[src/rtl/matmul_pkg.sv]
// Shared definitions for the DIMxDIM matrix multiplier: default dimensions,
// derived width helpers and the MAC-stage state encoding. The address
// generators import this package as well.
package matmul_pkg;

   localparam int DIM_DEF = 3;
   localparam int DW_DEF  = 8;

   // Address width for a DIM*DIM element RAM (at least one bit).
   function automatic int calc_aw(input int dim);
      return (dim * dim > 1) ? $clog2(dim * dim) : 1;
   endfunction

   // Accumulator width: full product plus growth for DIM terms.
   function automatic int calc_accw(input int dw, input int dim);
      return 2 * dw + ((dim > 1) ? $clog2(dim) : 0);
   endfunction

   typedef enum logic [2:0] {
      ST_IDLE      = 3'd0,
      ST_WAIT_ADDR = 3'd1,
      ST_READ      = 3'd2,
      ST_MAC       = 3'd3,
      ST_WRITE     = 3'd4,
      ST_DONE      = 3'd5
   } mm_state_e;

endpackage

[src/rtl/matmul_mac_stage_mac_acc.sv]
// Multiply-add datapath with accumulator register.
// Ports:
//   clk, rst   clock, synchronous active-high reset
//   clr_i      zero the accumulator (wins over en_i)
//   en_i       acc <= acc + a_i*b_i
//   a_i, b_i   unsigned operands
//   sum_o      acc + a_i*b_i (combinational, for capture by the caller)
module mac_acc #(
   parameter int DW   = 8,
   parameter int ACCW = 18
) (
   input  logic            clk,
   input  logic            rst,
   input  logic            clr_i,
   input  logic            en_i,
   input  logic [DW-1:0]   a_i,
   input  logic [DW-1:0]   b_i,
   output logic [ACCW-1:0] sum_o
);

   logic [ACCW-1:0] acc_q;
   logic [ACCW-1:0] prod;

   assign prod  = ACCW'(a_i) * ACCW'(b_i);
   assign sum_o = acc_q + prod;

   always_ff @(posedge clk) begin
      if (rst)        acc_q <= '0;
      else if (clr_i) acc_q <= '0;
      else if (en_i)  acc_q <= sum_o;
   end

endmodule

[src/rtl/matmul_mac_stage.sv]
// MAC consumer stage of the matrix multiplier. Pairs A/B operand addresses
// from the generators, reads both operand RAMs, accumulates DIM products per
// C element and writes C row-major.
// Ports:
//   clk, rst                 clock, synchronous active-high reset
//   start                    begin a product (IDLE only)
//   a_/b_addr_valid, _addr   address strobes from the generators
//   gen_ena                  generator enable (WAIT_ADDR only)
//   a_/b_rd_en, _rd_addr     operand RAM reads; _rd_data one cycle later
//   c_wr_en/addr/data        result RAM write
//   busy, done, addr_ovf     status
//
// state     | meaning
// IDLE      | waiting for start
// WAIT_ADDR | collecting one A and one B address
// READ      | operand RAM read strobes
// MAC       | operand data valid, accumulate
// WRITE     | write finished dot product to C
// DONE      | one-cycle done pulse
module matmul_mac_stage
   import matmul_pkg::*;
#(
   parameter int DIM  = DIM_DEF,
   parameter int DW   = DW_DEF,
   parameter int AW   = calc_aw(DIM),
   parameter int ACCW = calc_accw(DW, DIM)
) (
   input  logic            clk,
   input  logic            rst,
   input  logic            start,
   input  logic            a_addr_valid,
   input  logic [AW-1:0]   a_addr,
   input  logic            b_addr_valid,
   input  logic [AW-1:0]   b_addr,
   output logic            gen_ena,
   output logic            a_rd_en,
   output logic [AW-1:0]   a_rd_addr,
   input  logic [DW-1:0]   a_rd_data,
   output logic            b_rd_en,
   output logic [AW-1:0]   b_rd_addr,
   input  logic [DW-1:0]   b_rd_data,
   output logic            c_wr_en,
   output logic [AW-1:0]   c_wr_addr,
   output logic [ACCW-1:0] c_wr_data,
   output logic            busy,
   output logic            done,
   output logic            addr_ovf
);

   localparam int KW = (DIM > 1) ? $clog2(DIM) : 1;
   localparam logic [KW-1:0] K_LAST = KW'(DIM - 1);
   localparam logic [AW-1:0] C_LAST = AW'(DIM * DIM - 1);

   mm_state_e       state_q, state_d;
   logic            a_full_q, a_full_d, b_full_q, b_full_d;
   logic [AW-1:0]   a_hold_q, a_hold_d, b_hold_q, b_hold_d;
   logic            ovf_q, ovf_d;
   logic [KW-1:0]   k_q, k_d;
   logic [AW-1:0]   c_idx_q, c_idx_d;
   logic            acc_clr, acc_en;
   logic [ACCW-1:0] acc_sum;
   logic [AW-1:0]   ra_nxt, rb_nxt;

   logic            gen_ena_q, a_rd_en_q, b_rd_en_q, c_wr_en_q, busy_q, done_q;
   logic [AW-1:0]   a_rd_addr_q, b_rd_addr_q, c_wr_addr_q;
   logic [ACCW-1:0] c_wr_data_q;

   always_comb begin
      state_d  = state_q;
      a_full_d = a_full_q;
      b_full_d = b_full_q;
      a_hold_d = a_hold_q;
      b_hold_d = b_hold_q;
      ovf_d    = ovf_q;
      k_d      = k_q;
      c_idx_d  = c_idx_q;
      acc_clr  = 1'b0;
      acc_en   = 1'b0;
      ra_nxt   = '0;
      rb_nxt   = '0;
      case (state_q)
         ST_IDLE: begin
            if (start) begin
               acc_clr = 1'b1;
               k_d     = '0;
               c_idx_d = '0;
               ovf_d   = 1'b0;
               state_d = ST_WAIT_ADDR;
            end
         end
         ST_WAIT_ADDR: begin
            if (a_addr_valid) begin
               if (a_full_q) ovf_d = 1'b1;
               else begin
                  a_hold_d = a_addr;
                  a_full_d = 1'b1;
               end
            end
            if (b_addr_valid) begin
               if (b_full_q) ovf_d = 1'b1;
               else begin
                  b_hold_d = b_addr;
                  b_full_d = 1'b1;
               end
            end
            // A strobe completing the pair goes straight to READ on the
            // same edge; its address bypasses the holding register.
            if (a_full_d && b_full_d) begin
               a_full_d = 1'b0;
               b_full_d = 1'b0;
               ra_nxt   = a_full_q ? a_hold_q : a_addr;
               rb_nxt   = b_full_q ? b_hold_q : b_addr;
               state_d  = ST_READ;
            end
         end
         ST_READ: state_d = ST_MAC;
         ST_MAC: begin
            acc_en = 1'b1;
            if (k_q == K_LAST) state_d = ST_WRITE;
            else begin
               k_d     = k_q + 1'b1;
               state_d = ST_WAIT_ADDR;
            end
         end
         ST_WRITE: begin
            acc_clr = 1'b1;
            k_d     = '0;
            if (c_idx_q == C_LAST) state_d = ST_DONE;
            else begin
               c_idx_d = c_idx_q + 1'b1;
               state_d = ST_WAIT_ADDR;
            end
         end
         ST_DONE: state_d = ST_IDLE;
         default: state_d = ST_IDLE;
      endcase
   end

   always_ff @(posedge clk) begin
      if (rst) begin
         state_q     <= ST_IDLE;
         a_full_q    <= 1'b0;
         b_full_q    <= 1'b0;
         a_hold_q    <= '0;
         b_hold_q    <= '0;
         ovf_q       <= 1'b0;
         k_q         <= '0;
         c_idx_q     <= '0;
         gen_ena_q   <= 1'b0;
         a_rd_en_q   <= 1'b0;
         b_rd_en_q   <= 1'b0;
         a_rd_addr_q <= '0;
         b_rd_addr_q <= '0;
         c_wr_en_q   <= 1'b0;
         c_wr_addr_q <= '0;
         c_wr_data_q <= '0;
         busy_q      <= 1'b0;
         done_q      <= 1'b0;
      end else begin
         state_q     <= state_d;
         a_full_q    <= a_full_d;
         b_full_q    <= b_full_d;
         a_hold_q    <= a_hold_d;
         b_hold_q    <= b_hold_d;
         ovf_q       <= ovf_d;
         k_q         <= k_d;
         c_idx_q     <= c_idx_d;
         // Outputs are registered from the next state so they line up
         // with the state they belong to.
         gen_ena_q   <= (state_d == ST_WAIT_ADDR);
         a_rd_en_q   <= (state_d == ST_READ);
         b_rd_en_q   <= (state_d == ST_READ);
         a_rd_addr_q <= ra_nxt;
         b_rd_addr_q <= rb_nxt;
         c_wr_en_q   <= (state_d == ST_WRITE);
         c_wr_addr_q <= (state_d == ST_WRITE) ? c_idx_q : '0;
         c_wr_data_q <= (state_d == ST_WRITE) ? acc_sum : '0;
         busy_q      <= (state_d != ST_IDLE);
         done_q      <= (state_d == ST_DONE);
      end
   end

   mac_acc #(.DW(DW), .ACCW(ACCW)) u_mac_acc (
      .clk   (clk),
      .rst   (rst),
      .clr_i (acc_clr),
      .en_i  (acc_en),
      .a_i   (a_rd_data),
      .b_i   (b_rd_data),
      .sum_o (acc_sum)
   );

   assign gen_ena   = gen_ena_q;
   assign a_rd_en   = a_rd_en_q;
   assign b_rd_en   = b_rd_en_q;
   assign a_rd_addr = a_rd_addr_q;
   assign b_rd_addr = b_rd_addr_q;
   assign c_wr_en   = c_wr_en_q;
   assign c_wr_addr = c_wr_addr_q;
   assign c_wr_data = c_wr_data_q;
   assign busy      = busy_q;
   assign done      = done_q;
   assign addr_ovf  = ovf_q;

endmodule
[config.mk]
export PLATFORM = sky130hd
export DESIGN_NAME = matmul_mac_stage
export DESIGN_NICKNAME = d
export VERILOG_FILES = /design/src/rtl/matmul_pkg.sv /design/src/rtl/matmul_mac_stage_mac_acc.sv /design/src/rtl/matmul_mac_stage.sv
export SDC_FILE = /design/constraint.sdc
export NUM_CORES = 1
export LEC_CHECK = 0
export CAP_MARGIN = 10
export CORE_ASPECT_RATIO = 0.9
export CORE_MARGIN = 10
export CORE_UTILIZATION = 24
export CTS_CLUSTER_SIZE = 25
export DETAILED_ROUTE_END_ITERATION = 10
export PLACE_DENSITY_LB_ADDON = 0.3
export SYNTH_ARGS = -nofsm -noshare
export SYNTH_HDL_FRONTEND = slang
export SYNTH_SLANG_ARGS = --single-unit
[constraint.sdc]
create_clock -name clk -period 6.3 [get_ports clk]
set_input_delay 1.89 -clock clk [delete_from_list [all_inputs] [get_ports clk]]
set_output_delay 1.89 -clock clk [all_outputs]
set_load 0.1 [all_outputs]
==> results of run 1 <==
==> tightest hold or removal path: stages (launching register included) <==
cell and delay (ps):
dfxtp_1 310, nand2_1 50, a21oi_1 50
==> Yosys cell counts, drive strengths merged (2+ instances only) <==
cell type	number	area, µm²
fa	50	1000
a2111oi	2	17.5
xnor2	3	26.3
nand2b	6	37.5
xor2	8	70.1
nor2	43	161
buf	9	56.3
and3	6	37.5
or4	3	22.5
nand3	10	50.1
a21o	6	46.3
ha	43	538
inv	107	402
dfxtp	73	1460
nor3	11	55.1
nand2	58	218
o211ai	4	30.0
or3	5	32.5
o21a	2	15.0
o21ai	11	58.8
and2	47	294
o31ai	5	42.5
clkbuf	11	41.3
nor2b	9	56.3
a211oi	5	42.5
a21oi	32	175
mux2i	19	190
a221oi	2	17.5
o21bai	2	15.0
nand4	7	43.8
==> per-stage QoR <==
stage          setup slack [ps]  utilization (%)  cell area (µm²)  power [mW]  hold slack (ps)
2_1_floorplan               412                -             5340        1.08              432
3_3_place_gp               -312             30.3             6600        1.45              440
3_5_place_dp               -395             30.3             6600        1.45              452
4_1_cts                    3.02             31.8             6930        2.05              462
5_1_grt                   -6.76             32.3             7040        2.24              488
6_report                    215             32.3             7040        2.06              458
==> final timing paths <==
path	from	end	slack (ps)	cells past startpoint
setup / recovery	a_rd_data[0]	u_mac_acc.acc_q[17]	210	16
hold / removal	u_mac_acc.acc_q[0]	u_mac_acc.acc_q[0]	460	2
setup reg to reg	u_mac_acc.acc_q[6]	u_mac_acc.acc_q[15]	2010	15
hold reg to reg	u_mac_acc.acc_q[0]	u_mac_acc.acc_q[0]	460	2
==> routing by layer <==
metal	routed length (µm)	share of wire, %	global-route usage (%)	up-vias
met5	0	0	0	-
met4	59	0.45	2.20	0
met3	548	4.1	2.26	7
met2	5850	44	14.8	62
met1	6780	51	13.5	2035
li1	-	-	-	2140
==> registers in the layout, indices dropped and copies added, names as in the netlist, 3 cells and up <==
name,cells
c_wr_addr,4
u_mac_acc.acc_q,18
b_hold_q,4
c_idx_q,4
a_rd_addr,4
c_wr_data,18
a_hold_q,4
state_q,3
b_rd_addr,4
==> timing repair <==
item | 4_1_cts | 5_1_grt
endpoints found under the hold margin | 0 | 0
pin swaps | 1 | 9
setup buffers | 0 | 2
setup endpoints to repair | 1 | 10
gates cloned | 0 | 0
gates resized for setup | 6 | 24
==> final cells by class <==
| class | count | area (µm²) |
|---|---|---|
| Timing Repair Buffer | 112 | 1020 |
| Tap cell | 291 | 364 |
| Inverter | 107 | 402 |
| Sequential cell | 73 | 1460 |
| Clock inverter | 5 | 105 |
| Multi-Input combinational cell | 408 | 3460 |
| Clock buffer | 10 | 229 |
| Fill cell | 2293 | 14700 |
==> power by group through the flow <==
stage | clock (mW) | sequential [mW] | combinational, mW
after global routing | 0.621 | 0.484 | 1.14
after CTS | 0.603 | 0.483 | 0.960
after floorplan | 0 | 0.515 | 0.565
final | 0.582 | 0.482 | 0.998
after global placement | 0 | 0.493 | 0.961
after detailed placement | 0 | 0.493 | 0.953
==> cell families after synthesis <==
logic type,synth area share [%]
XOR/XNOR,2.22
adder cells (fa/ha/maj),28.8
AND/OR/NAND/NOR,19.5
flip-flops,27.3
AO/OA/AOI/OAI,9.23
multiplexers,3.56
buffers and inverters,9.34
==> impl_results.md, run 1 <==
* Final setup viols at 0
* Die Y at 162 µm
* TritonCTS clock tree: done
* All-Layer GR Usage at 9.70%
* Commonest cells after routing, fill and taps aside: inv_1, dfxtp_1, nand2_1
* Post-DR vias/cell at between 4 and 5
* Worst hold path class: register to register
* Primary FF master, synth: dfxtp_1
* Final nets at 833
* Crit path kind: primary input to register
* DR WL/cell at 13.2 µm
* IO Port Bufs at 65
* Int Pwr at 1.31 mW
* Seq pwr share at 23.4%
* Die area at 28600 µm²
* Number of synthesis warnings at 0
* NetSw at 0.747 mW
* Fin. Hold Viols at 0
* Inserted Clock Buffers at 9
* Measured slew at the worst slew-check pin at 1220 ps
* Tmin final at just over 6000 ps
* Max Clock Freq at 164 MHz
* CP Max Fanout at 3
* Hold_buf cts at 0
* Max Root-Sink Buffers at 2
* Clk pwr share at 28.2%
* Outcome: finished clean
* Clock Sink Count at 73
* Synth Instances at 608
* Vias in the first global route at between 4000 and 5000
* H-tree depth at 3
* Ant. Diodes at 0
* Global-route wire length before repair at 22500 µm
* Clock-pin slew on the worst setup and hold paths at 60 ps
* Routability Congestion at 0.835
* Final WL at 13200 µm
* Worst-Skew Late Latency at 330 ps
* Static leakage at 3.25 nW
* CP Cell Sequence: clkdlybuf4s50_1, nand2_2, fa_1, fa_1, inv_1, fa_1, inv_1, fa_1, inv_1, ha_1, o211ai_1, a211oi_4, o31ai_4, and3_1, or4_1, a21oi_2
* First drt pass iteration count at 4
* Row Count at 51
* Buffer and inverter count on the worst path at 4
* Largest net degree at the start of global routing at 32
* Area Overhead vs Synth at 31.7%
* Number of enable flip-flop cells after synthesis at 0
* I/O pin count at 66
* Global route total overflow at 0
* Final HPWL DP at 10700 µm
* Worst path slowest cell: fa_1
* Most common cell after layout, fill and taps aside: inv_1
* Avg Cell Area, Syn at 8.79 µm²
* WP data arrival at 6340 ps
* Vias at 4244
* Routed Antenna Nets at 0
* CP max stage delay at around 550 ps
* Dpl cells at 989
* Cell Pwr Density at around 300 nW/µm²
* Final-report max-slew violation count at 0
* Peak supply drop at 126 µV
* Netlist cell types at 49
* Non-filler cells, final at between 1000 and 1500
* Startpoint types: primary input
* Root Driver: clkbuf_16
* Synth async-reset ratio at 0%
* Layout cells sized above 1 at ~11%
* DRT iter0 DRCs at 211
* Clk_skew at 7.02 ps
* Initial antenna violation count at 0
* Syn Nets at 730
* Die Width at 177 µm
* Net Sw Frac at 36.2%
* Initial Utilization at 24.6%
* CORE AREA at approximately 22000 µm²
* Register area share after synthesis at 27.3%
* Synthesized flop and latch total at 73
* Combinational share of power at between 40% and 50%
* Worst EP required at 6560 ps
* Max-cap viol count at 0
* Final setup TNS at 0 ps
* Area of the mapped netlist at 5340 µm²
* CP most frequent cell: fa_1
* Cell family with most CP delay: adder cells
* Final period util at 96.6%
* CP endpoint kind: register
* Max transition margin at 18.4%
* DR DRC count at 0
No activity file was read; power rests on OpenSTA's default activity.
==> inputs of run 2 (changes only) <==
SKIP_LAST_GASP = 1   (was not set)
==> impl_results.md, run 2 (synthesis results as in run 1) <==
* PnR Total Power at 2.06 mW (about the same)
* Tmin final at 6080 ps (-4.21 ps)
* RSZ-0062 raised after global routing: yes
* Non-filler cells, final at 1006 (unchanged)
* CP endpoint kind: register
* Max Clock Freq at 164 MHz (about the same)
* Worst Hold Margin at 458 ps (unchanged)
* Peak supply drop at 126 µV (about the same)
* Crit path kind: primary input to register
* Inserted Clock Buffers at 9 (unchanged)
* Max-cap viol count at 0 (unchanged)
* Final HPWL DP at 10700 µm (unchanged)
* Final WL at 13200 µm (about the same)
* Commonest cells after routing, fill and taps aside: inv_1, dfxtp_1, nand2_1
* First drt pass iteration count at 4 (unchanged)
* Max transition margin at 19.2% (+0.78 points)
* Initial Utilization at 24.6% (unchanged)
* Die Width at 177 µm (unchanged)
* Most common cell after layout, fill and taps aside: inv_1
* Final period util at 96.5% (about the same)
* CP Max Fanout at 4 (+1)
* Dpl cells at 989 (unchanged)
* Routed Antenna Nets at 0 (unchanged)
* WP data arrival at 6340 ps (about the same)
* Fin. Hold Viols at 0 (unchanged)
* Final nets at 833 (unchanged)
* Static leakage at 3.24 nW (-0.29%)
* Worst EP required at 6550 ps (about the same)
* Layout cells sized above 1 at 10.9% (-0.28 points)
* Measured slew at the worst slew-check pin at 1210 ps (-11.6 ps)
* Outcome: finished clean
* Hold_buf cts at 0 (unchanged)
* Max Root-Sink Buffers at 2 (unchanged)
* Worst hold path class: register to register
* Worst-Skew Late Latency at 330 ps (about the same)
* Clk_skew at 7.00 ps (-0.0163 ps)
* Vias in the first global route at 4469 (unchanged)
* Ant. Diodes at 0 (unchanged)
* Post-DR vias/cell at 4.22 (about the same)
* Root Driver: clkbuf_16
* All-Layer GR Usage at 9.70% (unchanged)
* Global route total overflow at 0 (unchanged)
* DR WL/cell at 13.2 µm (about the same)
* DRT iter0 DRCs at 197 (-6.6%)
* Clock-pin slew on the worst setup and hold paths at 60 ps (about the same)
* IO Port Bufs at 65 (unchanged)
* Setup WS pre-CTS at -395 ps (unchanged)
* DR DRC count at 0 (unchanged)
* I/O pin count at 66 (unchanged)
* Largest net degree at the start of global routing at 32 (unchanged)
* Global-route wire length before repair at 22500 µm (unchanged)
* Routability Congestion at 0.835 (unchanged)
* H-tree depth at 3 (unchanged)
* Area Overhead vs Synth at 31.5%
* Die area at 28600 µm² (unchanged)
* Post-route setup slack at 219 ps (+4.21 ps)
* TritonCTS clock tree: done
* Row Count at 51 (unchanged)
* Vias at 4247 (+0.071%)
* CORE AREA at 21800 µm² (unchanged)
* Clock Sink Count at 73 (unchanged)
* Die Y at 162 µm (unchanged)
* Cell Pwr Density at 293 nW/µm² (+0.11%)
* Final-report max-slew violation count at 0 (unchanged)
* Startpoint types: primary input
* Final setup viols at 0 (unchanged)
* Initial antenna violation count at 0 (unchanged)
run 2: changes by cell type in the layout (fill, tap and decap cells not counted):
cell             previous run  this run
a21oi_1                    28        29
a21oi_2                     2         1
clkdlybuf4s50_1            50        51
dlymetal6s2s_1              9         8
nand2_1                    57        58
nand2_2                     1         0
run 2: worst max-delay path: stages:
cell and delay, ps:
clkdlybuf4s50_1 530, nand2_1 90, fa_1 490, fa_1 550
inv_1 60, fa_1 530, inv_1 60, fa_1 520
inv_1 40, ha_1 300, o211ai_1 170, a211oi_4 310
o31ai_4 90, and3_1 190, or4_1 400, a21oi_1 120
run 2: path summary, 6_finish.rpt:
path | end | startpoint | slack [ps] | cells past startpoint
hold / removal | u_mac_acc.acc_q[0] | u_mac_acc.acc_q[0] | 460 | 2
setup reg to reg | u_mac_acc.acc_q[15] | u_mac_acc.acc_q[6] | 2010 | 15
hold reg to reg | u_mac_acc.acc_q[0] | u_mac_acc.acc_q[0] | 460 | 2
setup / recovery | u_mac_acc.acc_q[17] | a_rd_data[1] | 220 | 16
run 2: routing by layer:
layer  track usage (%)  up-vias  share of wire [%]
met3              2.26        7                4.1
met5                 0        -                  0
li1                  -     2143                  -
met1              13.5     2038                 51
met2              14.8       59                 44
met4              2.20        0               0.45
run 2: final cells by class:
cell class	instances	area, µm²
inverters	107	402
fillers	2294	14700
repair buffers	112	1020
clock inverters	5	105
clock buffers	10	229
multi-input cells	408	3450
well taps	291	364
flip-flops and latches	73	1460
run 2: repair_timing:
action / CTS / global route
cloned: 0 / 0
endpoints found under the hold margin: 0 / 0
endpoints found under the setup margin: 1 / 10
gates resized for setup: 6 / 21
pin swaps: 1 / 9
setup buffers: 0 / 2
run 2: through the flow:
step	instance area, µm²	util (%)	TNS, ps
final	7030	32.3	0
after global routing	7030	32.3	-9.34
after CTS	6930	31.8	0
after detailed placement	6600	30.3	-2690
after global placement	6600	30.3	-2460
after floorplan	5340	-	0
run 2: power by group:
| group | leakage [nW] | internal (mW) | switching [mW] |
|---|---|---|---|
| clock | 0.155 | 0.385 | 0.198 |
| sequential | 0.590 | 0.473 | 0.00947 |
| combinational | 2.49 | 0.457 | 0.540 |
